<file path="src/rtl/demux14_buffered_if.sv">
// Handshake bundle for the buffered 1-to-4 demultiplexer: one routed input
// stream with a destination select, four output channels and the full flags.
interface demux14_buffered_if #(
  parameter int WIDTH = 32
);
  logic [WIDTH-1:0] I;
  logic [1:0]       S;
  logic             I_VALID;
  logic             I_READY;

  logic [WIDTH-1:0] OA;
  logic [WIDTH-1:0] OB;
  logic [WIDTH-1:0] OC;
  logic [WIDTH-1:0] OD;
  logic             OA_VALID;
  logic             OB_VALID;
  logic             OC_VALID;
  logic             OD_VALID;
  logic             OA_READY;
  logic             OB_READY;
  logic             OC_READY;
  logic             OD_READY;

  logic [3:0]       FULL;

  // Producer and consumers of the routed stream.
  modport master (
    output I, S, I_VALID,
    input  I_READY,
    input  OA, OB, OC, OD,
    input  OA_VALID, OB_VALID, OC_VALID, OD_VALID,
    output OA_READY, OB_READY, OC_READY, OD_READY,
    input  FULL
  );

  // The demultiplexer itself.
  modport slave (
    input  I, S, I_VALID,
    output I_READY,
    output OA, OB, OC, OD,
    output OA_VALID, OB_VALID, OC_VALID, OD_VALID,
    input  OA_READY, OB_READY, OC_READY, OD_READY,
    output FULL
  );
endinterface

</file>
<file path="src/rtl/demux14_buffered.sv">
// Buffered 1-to-4 demultiplexer: each word goes to the channel named by S and
// waits in that channel's own DEPTH-entry FIFO, so one stalled consumer only
// blocks words addressed to itself.
module demux14_buffered #(
  parameter int WIDTH = 32,
  parameter int DEPTH = 2
) (
  input logic              CLK,
  input logic              RST,
  demux14_buffered_if.slave bus
);
  localparam int PTR_W = (DEPTH > 1) ? $clog2(DEPTH) : 1;
  localparam int CNT_W = $clog2(DEPTH + 1);
  localparam logic [CNT_W-1:0] DEPTH_C = CNT_W'(DEPTH);
  localparam logic [CNT_W-1:0] CNT_ONE = CNT_W'(1);
  localparam logic [PTR_W-1:0] PTR_ONE = PTR_W'(1);

  logic [WIDTH-1:0] mem_r [4][DEPTH];
  logic [PTR_W-1:0] wr_ptr_r [4];
  logic [PTR_W-1:0] rd_ptr_r [4];
  logic [CNT_W-1:0] count_r [4];

  logic [3:0]       cons_ready_s;
  logic [3:0]       valid_s;
  logic [3:0]       full_s;
  logic [3:0]       push_s;
  logic [3:0]       pop_s;
  logic             in_ready_s;
  logic [WIDTH-1:0] head_s [4];

  // Gather the per-channel consumer readies into one vector.
  always_comb begin
    cons_ready_s = {bus.OD_READY, bus.OC_READY, bus.OB_READY, bus.OA_READY};
  end

  // Acceptance looks only at the selected channel's current count; a pop in
  // the same cycle does not open room for the incoming word.
  always_comb begin
    in_ready_s = (count_r[bus.S] < DEPTH_C);
  end

  // Per-channel status, push/pop strobes and zero-gated head word.
  always_comb begin
    valid_s = 4'b0000;
    full_s  = 4'b0000;
    push_s  = 4'b0000;
    pop_s   = 4'b0000;
    for (int c = 0; c < 4; c++) begin
      valid_s[c] = (count_r[c] != '0);
      full_s[c]  = (count_r[c] == DEPTH_C);
      push_s[c]  = bus.I_VALID && in_ready_s && (bus.S == 2'(c));
      pop_s[c]   = valid_s[c] && cons_ready_s[c];
      if (valid_s[c]) begin
        head_s[c] = mem_r[c][rd_ptr_r[c]];
      end else begin
        head_s[c] = '0;
      end
    end
  end

  // Drive the interface outputs.
  always_comb begin
    bus.I_READY  = in_ready_s;
    bus.OA       = head_s[0];
    bus.OB       = head_s[1];
    bus.OC       = head_s[2];
    bus.OD       = head_s[3];
    bus.OA_VALID = valid_s[0];
    bus.OB_VALID = valid_s[1];
    bus.OC_VALID = valid_s[2];
    bus.OD_VALID = valid_s[3];
    bus.FULL     = full_s;
  end

  // Storage array; stale entries are never visible because the head is gated.
  always_ff @(posedge CLK) begin
    for (int c = 0; c < 4; c++) begin
      if (push_s[c] && !RST) begin
        mem_r[c][wr_ptr_r[c]] <= bus.I;
      end
    end
  end

  // Pointers and counts; reset discards every buffered word.
  always_ff @(posedge CLK) begin
    if (RST) begin
      for (int c = 0; c < 4; c++) begin
        wr_ptr_r[c] <= '0;
        rd_ptr_r[c] <= '0;
        count_r[c]  <= '0;
      end
    end else begin
      for (int c = 0; c < 4; c++) begin
        if (push_s[c]) begin
          wr_ptr_r[c] <= wr_ptr_r[c] + PTR_ONE;
        end
        if (pop_s[c]) begin
          rd_ptr_r[c] <= rd_ptr_r[c] + PTR_ONE;
        end
        case ({push_s[c], pop_s[c]})
          2'b10:   count_r[c] <= count_r[c] + CNT_ONE;
          2'b01:   count_r[c] <= count_r[c] - CNT_ONE;
          default: count_r[c] <= count_r[c];
        endcase
      end
    end
  end
endmodule

</file>
<file path="src/flat_wrapper.sv">
// flat-port wrapper written by rule: the top's interface ports become plain ports
module demux14_buffered_flat 
#(
  parameter int WIDTH = 32,
  parameter int DEPTH = 2
)
  (CLK, RST, bus_I, bus_S, bus_I_VALID, bus_I_READY, bus_OA, bus_OB, bus_OC, bus_OD, bus_OA_VALID, bus_OB_VALID, bus_OC_VALID, bus_OD_VALID, bus_OA_READY, bus_OB_READY, bus_OC_READY, bus_OD_READY, bus_FULL);
  demux14_buffered_if #(.WIDTH(WIDTH)) bus_i ();
  input logic CLK;
  input logic RST;
  input wire logic [$bits(bus_i.I)-1:0] bus_I;
  input wire logic [$bits(bus_i.S)-1:0] bus_S;
  input wire logic [$bits(bus_i.I_VALID)-1:0] bus_I_VALID;
  output wire logic [$bits(bus_i.I_READY)-1:0] bus_I_READY;
  output wire logic [$bits(bus_i.OA)-1:0] bus_OA;
  output wire logic [$bits(bus_i.OB)-1:0] bus_OB;
  output wire logic [$bits(bus_i.OC)-1:0] bus_OC;
  output wire logic [$bits(bus_i.OD)-1:0] bus_OD;
  output wire logic [$bits(bus_i.OA_VALID)-1:0] bus_OA_VALID;
  output wire logic [$bits(bus_i.OB_VALID)-1:0] bus_OB_VALID;
  output wire logic [$bits(bus_i.OC_VALID)-1:0] bus_OC_VALID;
  output wire logic [$bits(bus_i.OD_VALID)-1:0] bus_OD_VALID;
  input wire logic [$bits(bus_i.OA_READY)-1:0] bus_OA_READY;
  input wire logic [$bits(bus_i.OB_READY)-1:0] bus_OB_READY;
  input wire logic [$bits(bus_i.OC_READY)-1:0] bus_OC_READY;
  input wire logic [$bits(bus_i.OD_READY)-1:0] bus_OD_READY;
  output wire logic [$bits(bus_i.FULL)-1:0] bus_FULL;
  assign bus_i.I = bus_I;
  assign bus_i.S = bus_S;
  assign bus_i.I_VALID = bus_I_VALID;
  assign bus_I_READY = bus_i.I_READY;
  assign bus_OA = bus_i.OA;
  assign bus_OB = bus_i.OB;
  assign bus_OC = bus_i.OC;
  assign bus_OD = bus_i.OD;
  assign bus_OA_VALID = bus_i.OA_VALID;
  assign bus_OB_VALID = bus_i.OB_VALID;
  assign bus_OC_VALID = bus_i.OC_VALID;
  assign bus_OD_VALID = bus_i.OD_VALID;
  assign bus_i.OA_READY = bus_OA_READY;
  assign bus_i.OB_READY = bus_OB_READY;
  assign bus_i.OC_READY = bus_OC_READY;
  assign bus_i.OD_READY = bus_OD_READY;
  assign bus_FULL = bus_i.FULL;
  demux14_buffered #(.WIDTH(WIDTH), .DEPTH(DEPTH)) u_core (.CLK(CLK), .RST(RST), .bus(bus_i));
endmodule
</file>
<file path="config.mk">
export PLATFORM = sky130hd
export DESIGN_NAME = demux14_buffered_flat
export DESIGN_NICKNAME = d
export VERILOG_FILES = /design/src/rtl/demux14_buffered_if.sv /design/src/rtl/demux14_buffered.sv /design/src/flat_wrapper.sv
export SDC_FILE = /design/constraint.sdc
export NUM_CORES = 1
export LEC_CHECK = 0
export BUFFER_PORTS_ARGS = -buffer_cell sky130_fd_sc_hd__buf_4
export CORE_ASPECT_RATIO = 1.1
export CORE_MARGIN = 3
export CORE_UTILIZATION = 56
export DETAILED_ROUTE_END_ITERATION = 10
export PLACE_DENSITY_LB_ADDON = 0.15
export SYNTH_ARGS = -nofsm -noshare
export SYNTH_HDL_FRONTEND = slang
export SYNTH_SLANG_ARGS = --single-unit
</file>
<file path="constraint.sdc">
create_clock -name CLK -period 5.19 [get_ports CLK]
set_clock_uncertainty 0.05 [all_clocks]
set_input_delay 0 -clock CLK [delete_from_list [all_inputs] [get_ports CLK]]
set_output_delay 0 -clock CLK [all_outputs]
set_load 0.01 [all_outputs]
</file>
---- Word level (Yosys, flattened, before mapping) ----
Memory sizes are Yosys's and may differ from the RTL's.
Cells that the tools add are included.
Widths: inputs -> output; s select.
storage, ports and cells
  flip-flop bits (word level) ............. 0
  input port bits ......................... 41
  output and inout bits ................... 137
  memories kept ........................... 4
  word-level logic and storage cells ...... 229
  bits in writable memories ............... 272
cells by class
  magnitude comparators ................... 13
  multiplexer cells ....................... 123
  bitwise logic cells ..................... 28
  reductions and logical operators ........ 30
  eq/ne operators ......................... 15
  add/sub/neg operators ................... 16
memory list
  name             depth  width  read ports  clocked after Yosys merged registers in  write ports  line                    RTL
  u_core.mem_r     4      64     4           0                                        1            demux14_buffered.sv:18  logic [WIDTH-1:0] mem_r [4][DEPTH];
  u_core.count_r   4      2      5           0                                        4            demux14_buffered.sv:21  logic [CNT_W-1:0] count_r [4];
  u_core.rd_ptr_r  4      1      4           0                                        4            demux14_buffered.sv:20  logic [PTR_W-1:0] rd_ptr_r [4];
  u_core.wr_ptr_r  4      1      4           0                                        4            demux14_buffered.sv:19  logic [PTR_W-1:0] wr_ptr_r [4];
operators by type and width
  cell                 count
  $mux 32              20
  $mux 64              10
  $reduce_or 64->1     3
  $demux 32 s1         4
  $mux 1               74
  $mux 2               15
  $eq 2x2->1 const B   10
  $or 1x1->1           20
  $logic_and 1x1->1    17
  $ge 2x2->1 const B   8
  $not 1->2            8
  $eq 2x1->1 const B   5
  $add 1x1->1 const B  8
  $add 2x1->2 const B  4
  $lt 2x1->1 const B   4
  $reduce_bool 2->1    4
  $reduce_or 2->1      4
  $sub 2x1->2 const B  4
  $logic_not 2->1      1
  $lt 2x2->1 const B   1
  $logic_not 1->1      1

---- Logic depth before layout (Yosys ltp) ----
Gate-level depths: netlist (run 1).
An unclocked memory read counts as a cell.
  word-level depth ........................ 11
  mapped depth ............................ 9
  gate-level depth less buffers ........... 8

---- Least setup slack after synthesis (run 1) ----
OpenSTA, ideal clock, no wires.
  kind .................................... flip-flop to flip-flop
  start point ............................. memory u_core.count_r[3][1] (netlist name)
  end point ............................... memory u_core.wr_ptr_r[3] (netlist name), data pin
  data arrival time ....................... 3.869 ns
  library setup time ...................... 0.859 ns
  buffers on the path ..................... 0
  setup slack ............................. 0.412 ns
  stages on the path, launching flop included .. 2
  cell sequence ........................... edfxtp_1 > nor4b_1
RTL lines
  item                line
  start: declaration  demux14_buffered.sv:21
  end: declaration    demux14_buffered.sv:19

==> metrics.txt, run 1 <==
# TYPE chip_impl_metric gauge
chip_impl_metric{name="hold_violations",unit=""} 0
chip_impl_metric{name="wirelength",unit="mm"} 24.0
chip_impl_metric{name="reg2reg_depth",unit=""} 7
chip_impl_metric{name="tightestPinTransition",unit="ns"} 1.13
chip_impl_info{name="post_synth_most_frequent_cells",value="sky130_fd_sc_hd__edfxtp_1 (272), sky130_fd_sc_hd__nor2_1 (142), sky130_fd_sc_hd__mux2i_1 (128), sky130_fd_sc_hd__clkbuf_1 (19)"} 1
chip_impl_info{name="run_status",value="complete, no violations"} 1
chip_impl_metric{name="p_sw_share",unit="%"} 23.9
chip_impl_metric{name="final_antenna_net_count",unit=""} 0
chip_impl_info{name="reg2reg_from",value="u_core.count_r[1][0]$_SDFFCE_PN0P_"} 1
chip_impl_metric{name="portBuffers",unit=""} 177
chip_impl_metric{name="power.share.clock",unit="%"} 35.3
chip_impl_metric{name="p_int",unit="mW"} 3.78
chip_impl_metric{name="cp.depth",unit=""} 4
chip_impl_metric{name="synthesis.nets",unit=""} 714
chip_impl_info{name="synthTopCellsByArea",value="sky130_fd_sc_hd__edfxtp_1 (76%), sky130_fd_sc_hd__mux2i_1 (12%), sky130_fd_sc_hd__nor2_1 (5.0%)"} 1
chip_impl_metric{name="synthDominantCellAreaShare",unit="%"} 76.1
chip_impl_info{name="min_path_type",value="input port to register"} 1
chip_impl_metric{name="async_flop_share",unit="%"} 0
chip_impl_metric{name="fin_area",unit="um2"} 13500
chip_impl_info{name="ordered_list_of_cells_on_the_worst_path",value="buf_4 -> mux2i_1 -> nor2_1 -> buf_4"} 1
chip_impl_info{name="synth.largest_area_cell",value="sky130_fd_sc_hd__edfxtp_1"} 1
chip_impl_metric{name="seq_total_area_yosys",unit="%"} 76.1
chip_impl_info{name="unrepaired_setup_endpoints_after_global_routing",value="false"} 1
chip_impl_info{name="crit_path_max_delay_family",value="flip-flops"} 1
chip_impl_metric{name="core-area",unit="um2"} 18600
chip_impl_info{name="cts_root_buf",value="sky130_fd_sc_hd__clkbuf_16"} 1
chip_impl_metric{name="pwr_density_cell",unit="nW/um2"} 367
chip_impl_metric{name="cp.arrival",unit="ns"} 2.63
chip_impl_metric{name="period_minus_slack",unit="ns"} 2.68
chip_impl_metric{name="postSynthAreaPerCell",unit="um2"} 16.2
chip_impl_metric{name="grt.overflow.total",unit=""} 0
chip_impl_info{name="cp-end-kind",value="output pin"} 1
chip_impl_metric{name="fin_nets",unit=""} 936
chip_impl_info{name="criticalPathCategory",value="register to output pin"} 1
chip_impl_metric{name="reg2reg_setup_slack",unit="ns"} 2.59
chip_impl_metric{name="gp_routability_congestion",unit=""} 0.737
chip_impl_metric{name="flow.area_growth_from_synthesis",unit="%"} 26.3
chip_impl_metric{name="whs_path_depth",unit=""} 3
chip_impl_metric{name="path_max_fanout",unit=""} 17
chip_impl_info{name="worst_setup_path_start_kind",value="register"} 1
chip_impl_metric{name="routed_via_density",unit=""} 5.45
chip_impl_metric{name="insertedDiodeCount",unit=""} 0
chip_impl_metric{name="postPlaceCellArea",unit="um2"} 12300
chip_impl_info{name="critical-path-top-cell-by-count",value="sky130_fd_sc_hd__buf_4"} 1
chip_impl_metric{name="rows",unit=""} 52
chip_impl_metric{name="number_of_antenna_violations_at_the_first_check_in_global_routing",unit=""} 0
chip_impl_metric{name="die_width",unit="um"} 138
chip_impl_info{name="min_delay_worst_endpoint",value="u_core.wr_ptr_r[0]$_SDFFCE_PN0P_"} 1
chip_impl_metric{name="routed-via-count",unit=""} 6259
chip_impl_info{name="worst_path_slowest_cell",value="sky130_fd_sc_hd__edfxtp_1"} 1
chip_impl_metric{name="route.detailed.wl_per_inst",unit="um"} 20.9
chip_impl_metric{name="die_height",unit="um"} 151
chip_impl_metric{name="synth.cell_area",unit="um2"} 10700
chip_impl_metric{name="grt_start_max_net_pins",unit=""} 34
chip_impl_metric{name="synth_seq_cells",unit=""} 272
chip_impl_metric{name="drive_gt1_share",unit="%"} 26.3
chip_impl_metric{name="grt_pass1_wl",unit="mm"} 35.8
chip_impl_info{name="hold_path_startpoint",value="bus_I_VALID"} 1
chip_impl_metric{name="critical_path.n_buffers_inverters",unit=""} 2
chip_impl_metric{name="synth_edf_count",unit=""} 272
chip_impl_metric{name="timing.final.setup_violations",unit=""} 0
chip_impl_metric{name="path_clk_slew",unit="ns"} 0.06
chip_impl_metric{name="count_of_unresolved_drc_violations_after_routing",unit=""} 0
chip_impl_metric{name="h-tree-depth",unit=""} 1
chip_impl_metric{name="post-layout-total-power",unit="mW"} 4.97
chip_impl_metric{name="drt_iter0_drc",unit=""} 435
chip_impl_metric{name="yosysWarningCount",unit=""} 0
chip_impl_metric{name="worst_path_largest_cell_delay",unit="ns"} 1.09
chip_impl_metric{name="max_clock_freq",unit="MHz"} 373
chip_impl_metric{name="seqPwrFrac",unit="%"} 50.1
chip_impl_info{name="r2r_end",value="u_core.count_r[1][1]$_SDFFCE_PN0P_"} 1
chip_impl_metric{name="tritoncts.num_buffers",unit=""} 26
chip_impl_metric{name="globalRouteTotalUtil",unit="%"} 22.9
chip_impl_info{name="synth-main-ff-cell",value="sky130_fd_sc_hd__edfxtp_1"} 1
chip_impl_metric{name="synthDistinctLibCells",unit=""} 28
chip_impl_metric{name="io_pins",unit=""} 178
chip_impl_metric{name="initial_core_utilization",unit="%"} 57.6
chip_impl_metric{name="dpl.hpwl",unit="mm"} 14.3
chip_impl_info{name="cts_tree",value="built"} 1
chip_impl_metric{name="postSynthCellCount",unit=""} 663
chip_impl_metric{name="number_of_global_route_vias_before_repair",unit=""} 6394
chip_impl_metric{name="final_standard_cell_count_with_taps_included_and_fillers_excluded",unit=""} 1148
chip_impl_metric{name="worst_ir_drop_vdd",unit="uV"} 255
chip_impl_metric{name="clk_path_buf_depth",unit=""} 3
chip_impl_metric{name="min_period_over_period",unit="%"} 51.6
chip_impl_metric{name="power_switching",unit="mW"} 1.19
chip_impl_metric{name="power.leakage",unit="nW"} 5.11
chip_impl_metric{name="slew-limit-headroom",unit="%"} 24.5
chip_impl_metric{name="detailedRoute.firstPassIterationCount",unit=""} 5
chip_impl_metric{name="worstPathRequired",unit="ns"} 5.14
chip_impl_metric{name="power.share.combinational",unit="%"} 14.6
chip_impl_metric{name="final-max-slew-violation-count",unit=""} 0
chip_impl_metric{name="clk-insertion-delay-late",unit="ns"} 0.52
chip_impl_metric{name="place.detailed.instances",unit=""} 1058
chip_impl_metric{name="max-cap-violations",unit=""} 0
chip_impl_metric{name="tns",unit="ns"} 0
chip_impl_metric{name="clock_sinks",unit=""} 272
chip_impl_metric{name="fp.dieArea",unit="um2"} 20900
chip_impl_info{name="synthMostInstantiatedCell",value="sky130_fd_sc_hd__edfxtp_1"} 1
## how the worst max path moves through the flow
| stage | from | slack [ns] | end |
|---|---|---|---|
| 2_1_floorplan | u_core.count_r[3][1]$_DFFE_PP_ | 0.41 | u_core.wr_ptr_r[3]$_DFFE_PP_ |
| 3_3_place_gp | u_core.count_r[1][1]$_SDFFCE_PN0P_ | 2.69 | u_core.count_r[1][1]$_SDFFCE_PN0P_ |
| 3_5_place_dp | u_core.count_r[1][0]$_SDFFCE_PN0P_ | 2.58 | u_core.count_r[1][1]$_SDFFCE_PN0P_ |
| 4_1_cts | u_core.rd_ptr_r[0][3]$_DFFE_PP_ | 2.48 | bus_OD[28] |
| 5_1_grt | u_core.rd_ptr_r[0][3]$_DFFE_PP_ | 2.39 | bus_OD[28] |
| 6_report | u_core.rd_ptr_r[0][3]$_DFFE_PP_ | 2.51 | bus_OD[20] |
## cells in the final DEF, fill, tap and decap left out, drive strengths merged, types with 2 or more instances in the layout
cell         Yosys  routed
dlygate4sd3      0      42
o21bai           4       4
edfxtp         272     272
nand2b           6       6
ha              10      10
nor3b            3       3
clkbuf          19      32
nor2           142     142
buf             15     186
and3             2       2
or3              3       3
mux2i          128     128
nor2b            4       4
nor3            16      16
xnor2            3       3
clkinv           0      14
inv             14      14
a21oi            3       3
nand2           12      12
## through the flow
| stage | hold WS, ns | util, % | setup slack [ns] |
|---|---|---|---|
| final | 0.0373 | 72.8 | 2.51 |
| after global routing | 0.0253 | 72.8 | 2.39 |
| after CTS | 0.0189 | 72.8 | 2.48 |
| after detailed placement | 0.187 | 66.3 | 2.58 |
| after global placement | 0.182 | 66.3 | 2.69 |
| after floorplan | 0.0489 | - | 0.412 |
## worst register-to-register path, delay by kind of cell (launching register included)
family | cells | cell delay [ns]
flops | 1 | 0.48
simple gates | 3 | 1.37
fa+ha+maj | 1 | 0.22
buf+inv | 2 | 0.19
compound gates | 1 | 0.14
## registers in the layout (all words and copies together) (netlist names)
name,flops
u_core.count_r,8
u_core.mem_r,256
u_core.rd_ptr_r,4
u_core.wr_ptr_r,4
## layer usage
metal	vias to the layer above	global-route usage (%)	wire length, um
met5	-	0	0
met4	0	6.47	517
met3	48	2.79	1290
met2	224	40.3	12400
met1	3114	30.4	9820
li1	2873	-	-
## layout make-up
type	count	area [um2]
Inverter	14	52.6
Multi-Input combinational cell	343	2410
Tap cell	243	304
Clock buffer	32	694
Clock inverter	16	100
Timing Repair Buffer	228	1820
Fill cell	1201	5060
Sequential cell	272	8170
## cell families (layout without fill, tap and decap cells)
group / Yosys count / after routing / share of synthesized area, %
DFF: 272 / 272 / 76.1
and+or+nand+nor: 192 / 192 / 7.70
muxes: 130 / 130 / 12.3
buffers and inverters: 48 / 290 / 1.96
adders and majority gates: 10 / 10 / 1.17
AOI/OAI and AO/OA: 8 / 8 / 0.490
xor gates and xnor gates: 3 / 3 / 0.245
## timing repair
action | in CTS | in global routing
endpoints found under the hold margin | 277 | 0
hold buffers | 42 | 0
resized for setup | 0 | 0
setup endpoints to repair | 0 | 0
buffers inserted | 0 | 0
## power groups by stage
stage	logic, mW	registers (mW)	clock network, mW
6_report	0.726	2.49	1.75
3_5_place_dp	0.705	2.53	0
2_1_floorplan	0.359	2.52	0
4_1_cts	0.734	2.49	1.78
5_1_grt	0.783	2.49	1.87
3_3_place_gp	0.690	2.53	0
(Power assumes the default switching activity.)
==> run 2, diff against run 1 <==
Settings changed: CORE_UTILIZATION 56 to 51.
Clock period 5.19 ns to 2.43 ns, I/O delays scaled along.
==> run 2 against run 1 <==
Critical path depth did not move. Wire length down 0.38%. Hold slack gained 0.0035 ns. Flip-flop and latch count stayed put. Setup slack got worse by 2.2 ns. Sequential share of layout area fell by 0.93 points. Register-to-register slack got worse by 2.2 ns. Clock-buffer cell count up 1. Non-clock buffer count increased by 15. Largest cell class unchanged. Largest power group unchanged.
==> metrics.txt, run 2 (synthesis gave the netlist of run 1 again) <==
# TYPE chip_impl_metric gauge
chip_impl_metric{name="grt_pass1_wl",unit="mm"} 35.9
chip_impl_info{name="mostFrequentLayoutCells",value="sky130_fd_sc_hd__edfxtp_1 (272), sky130_fd_sc_hd__buf_4 (202), sky130_fd_sc_hd__nor2_1 (138)"} 1
chip_impl_metric{name="final_antenna_net_count",unit=""} 0
chip_impl_metric{name="met2WireLength",unit="mm"} 12.3
chip_impl_metric{name="count_of_unresolved_drc_violations_after_routing",unit=""} 0
chip_impl_metric{name="power_switching",unit="mW"} 2.55
chip_impl_metric{name="globalRouteTotalUtil",unit="%"} 20.7
chip_impl_info{name="r2r_end",value="u_core.count_r[2][1]$_SDFFCE_PN0P_"} 1
chip_impl_metric{name="met3RoutedLength",unit="mm"} 1.26
chip_impl_metric{name="dpl.hpwl",unit="mm"} 15.7
chip_impl_metric{name="path_max_fanout",unit=""} 11
chip_impl_info{name="criticalPathCategory",value="register to output pin"} 1
chip_impl_metric{name="wirelength",unit="mm"} 23.9
chip_impl_metric{name="period_minus_slack",unit="ns"} 2.12
chip_impl_metric{name="detailedRoute.firstPassIterationCount",unit=""} 5
chip_impl_metric{name="fin_area",unit="um2"} 13800
chip_impl_metric{name="max_clock_freq",unit="MHz"} 472
chip_impl_info{name="min_delay_worst_endpoint",value="u_core.wr_ptr_r[1]$_SDFFCE_PN0P_"} 1
chip_impl_metric{name="max-cap-violations",unit=""} 0
chip_impl_metric{name="tightestPinTransition",unit="ns"} 0.666
chip_impl_metric{name="io_pins",unit=""} 178
chip_impl_info{name="worst_path_slowest_cell",value="sky130_fd_sc_hd__edfxtp_1"} 1
chip_impl_metric{name="power.share.combinational",unit="%"} 14.6
chip_impl_metric{name="reg2reg_depth",unit=""} 5
chip_impl_metric{name="hold_violations",unit=""} 0
chip_impl_info{name="cp-end-kind",value="output pin"} 1
chip_impl_metric{name="routed-via-count",unit=""} 6256
chip_impl_metric{name="fin_nets",unit=""} 951
chip_impl_metric{name="reg2reg_setup_slack",unit="ns"} 0.36
chip_impl_metric{name="worst_ir_drop_vdd",unit="uV"} 615
chip_impl_metric{name="min_period_over_period",unit="%"} 87.3
chip_impl_metric{name="clock_sinks",unit=""} 272
chip_impl_metric{name="worstPathRequired",unit="ns"} 2.38
chip_impl_metric{name="postPlaceCellArea",unit="um2"} 12500
chip_impl_metric{name="cts_setup_buffers",unit=""} 0
chip_impl_metric{name="cp.arrival",unit="ns"} 2.07
chip_impl_info{name="reg2reg_from",value="u_core.count_r[2][1]$_SDFFCE_PN0P_"} 1
chip_impl_metric{name="initial_core_utilization",unit="%"} 52.0
chip_impl_metric{name="die_width",unit="um"} 144
chip_impl_info{name="crit_path_max_delay_family",value="flip-flops"} 1
chip_impl_metric{name="clk_path_buf_depth",unit=""} 3
chip_impl_metric{name="wirelength_met1",unit="mm"} 9.87
chip_impl_metric{name="number_of_antenna_violations_at_the_first_check_in_global_routing",unit=""} 1
chip_impl_metric{name="pwr_density_cell",unit="nW/um2"} 785
chip_impl_metric{name="p_int",unit="mW"} 8.26
chip_impl_metric{name="final-max-slew-violation-count",unit=""} 0
chip_impl_metric{name="largest_reg_flops",unit=""} 256
chip_impl_metric{name="h-tree-depth",unit=""} 1
chip_impl_metric{name="drive_gt1_share",unit="%"} 27.8
chip_impl_metric{name="worst_path_largest_cell_delay",unit="ns"} 0.77
chip_impl_metric{name="p_sw_share",unit="%"} 23.6
chip_impl_metric{name="multi_input_gate_area_in_the_final_layout",unit="um2"} 2430
chip_impl_info{name="worst_setup_path_start_kind",value="register"} 1
chip_impl_metric{name="seqPwrFrac",unit="%"} 49.2
chip_impl_metric{name="tns",unit="ns"} 0
chip_impl_metric{name="timing.final.setup_violations",unit=""} 0
chip_impl_metric{name="power.leakage",unit="nW"} 5.23
chip_impl_info{name="cts_root_buf",value="sky130_fd_sc_hd__clkbuf_16"} 1
chip_impl_metric{name="route.detailed.wl_per_inst",unit="um"} 20.3
chip_impl_metric{name="number_of_global_route_vias_before_repair",unit=""} 6549
chip_impl_info{name="ordered_list_of_cells_on_the_worst_path",value="buf_4 -> mux2i_1 -> nor2_1 -> buf_4"} 1
chip_impl_metric{name="tritoncts.num_buffers",unit=""} 26
chip_impl_metric{name="portBuffers",unit=""} 177
chip_impl_metric{name="path_clk_slew",unit="ns"} 0.06
chip_impl_metric{name="place.detailed.instances",unit=""} 1089
chip_impl_metric{name="critical_path.n_buffers_inverters",unit=""} 2
chip_impl_metric{name="whs_path_depth",unit=""} 4
chip_impl_metric{name="fp.dieArea",unit="um2"} 22800
chip_impl_metric{name="flow.area_growth_from_synthesis",unit="%"} 28.3
chip_impl_metric{name="slew-limit-headroom",unit="%"} 55.6
chip_impl_metric{name="grt_start_max_net_pins",unit=""} 33
chip_impl_metric{name="routed_via_density",unit=""} 5.32
chip_impl_metric{name="clk-insertion-delay-late",unit="ns"} 0.52
chip_impl_info{name="cts_tree",value="built"} 1
chip_impl_info{name="run_status",value="complete, no violations"} 1
chip_impl_metric{name="seqCellArea",unit="um2"} 8170
chip_impl_metric{name="die_height",unit="um"} 158
chip_impl_info{name="critical-path-top-cell-by-count",value="sky130_fd_sc_hd__buf_4"} 1
chip_impl_info{name="min_path_type",value="input port to register"} 1
chip_impl_metric{name="gp_routability_congestion",unit=""} 0.770
chip_impl_metric{name="power.share.clock",unit="%"} 36.3
chip_impl_info{name="commonest_non_fill_non_tap_cell_in_the_layout",value="sky130_fd_sc_hd__edfxtp_1"} 1
chip_impl_info{name="top_signal_layer_used",value="met4"} 1
chip_impl_metric{name="drt_iter0_drc",unit=""} 367
chip_impl_metric{name="rows",unit=""} 55
chip_impl_info{name="critical_path.startpoint",value="u_core.rd_ptr_r[0][0]$_SDFFCE_PN0P_"} 1
chip_impl_metric{name="core-area",unit="um2"} 20600
chip_impl_metric{name="grt.overflow.total",unit=""} 0
chip_impl_info{name="unrepaired_setup_endpoints_after_global_routing",value="false"} 1
chip_impl_info{name="hold_path_startpoint",value="bus_I_VALID"} 1
chip_impl_metric{name="filler_cell_count",unit=""} 1439
chip_impl_metric{name="final_standard_cell_count_with_taps_included_and_fillers_excluded",unit=""} 1177
[run 2: changes by cell type in the layout (fill, tap and decap cells not counted), sizes merged]
cell	change
bufinv	+2
buf	+18
diode	+1
clkinv	-3
clkbuf	+1
dlygate4sd3	-3
[run 2: layout make-up]
class / count / share of cell area (%)
sequential: 272 / 59.4
antenna: 1 / 0.0182
timing repair buffer: 243 / 14.1
inverter: 14 / 0.382
clock inverter: 15 / 1.15
clock buffer: 33 / 4.92
multi-input combinational: 343 / 17.7
tap: 256 / 2.33
[run 2: repair_timing]
item | CTS | global route
resized for setup | 0 | 0
hold endpoints to repair | 275 | 0
setup endpoints to repair | 0 | 0
hold buffers | 39 | 0
[run 2: power groups by stage]
stage	clock, mW	combinational, mW	sequential [mW]
detailed placement	0	1.54	5.41
finish	3.92	1.58	5.31
global placement	0	1.51	5.41
global route	4.17	1.70	5.32
floorplan	0	0.772	5.38
CTS	3.98	1.60	5.31
[run 2: routing by layer]
layer / vias up / global-route usage (%)
li1: 2907 / -
met1: 3112 / 26.7
met2: 202 / 36.6
met3: 35 / 3.20
met4: 0 / 6.13
met5: - / 0
[run 2: worst max-delay path by stage]
stage	to	depth (start not counted)
detailed placement	u_core.count_r[0][1]$_SDFFCE_PN0P_	4
floorplan	u_core.mem_r[0][0]$_DFFE_PP_	3
finish	bus_OA[0]	4
global placement	u_core.count_r[0][1]$_SDFFCE_PN0P_	4
CTS	bus_OA[24]	4
global route	bus_OA[23]	4
[run 2: worst min-delay path, stage by stage]
cell	delay, ns
sky130_fd_sc_hd__buf_4	0.12
sky130_fd_sc_hd__nor3b_1	0.15
sky130_fd_sc_hd__nand2_1	0.12
sky130_fd_sc_hd__nor2_1	0.05
[run 2: per-stage QoR]
stage	total power, mW	hold slack [ns]	util (%)	setup WS (ns)
4_1_cts	10.9	0.0269	66.6	0.264
5_1_grt	11.2	0.0445	66.6	0.169
3_5_place_dp	6.95	0.186	60.7	0.380
2_1_floorplan	6.15	0.0489	-	0.0171
3_3_place_gp	6.92	0.182	60.7	0.432
6_report	10.8	0.0408	66.6	0.310
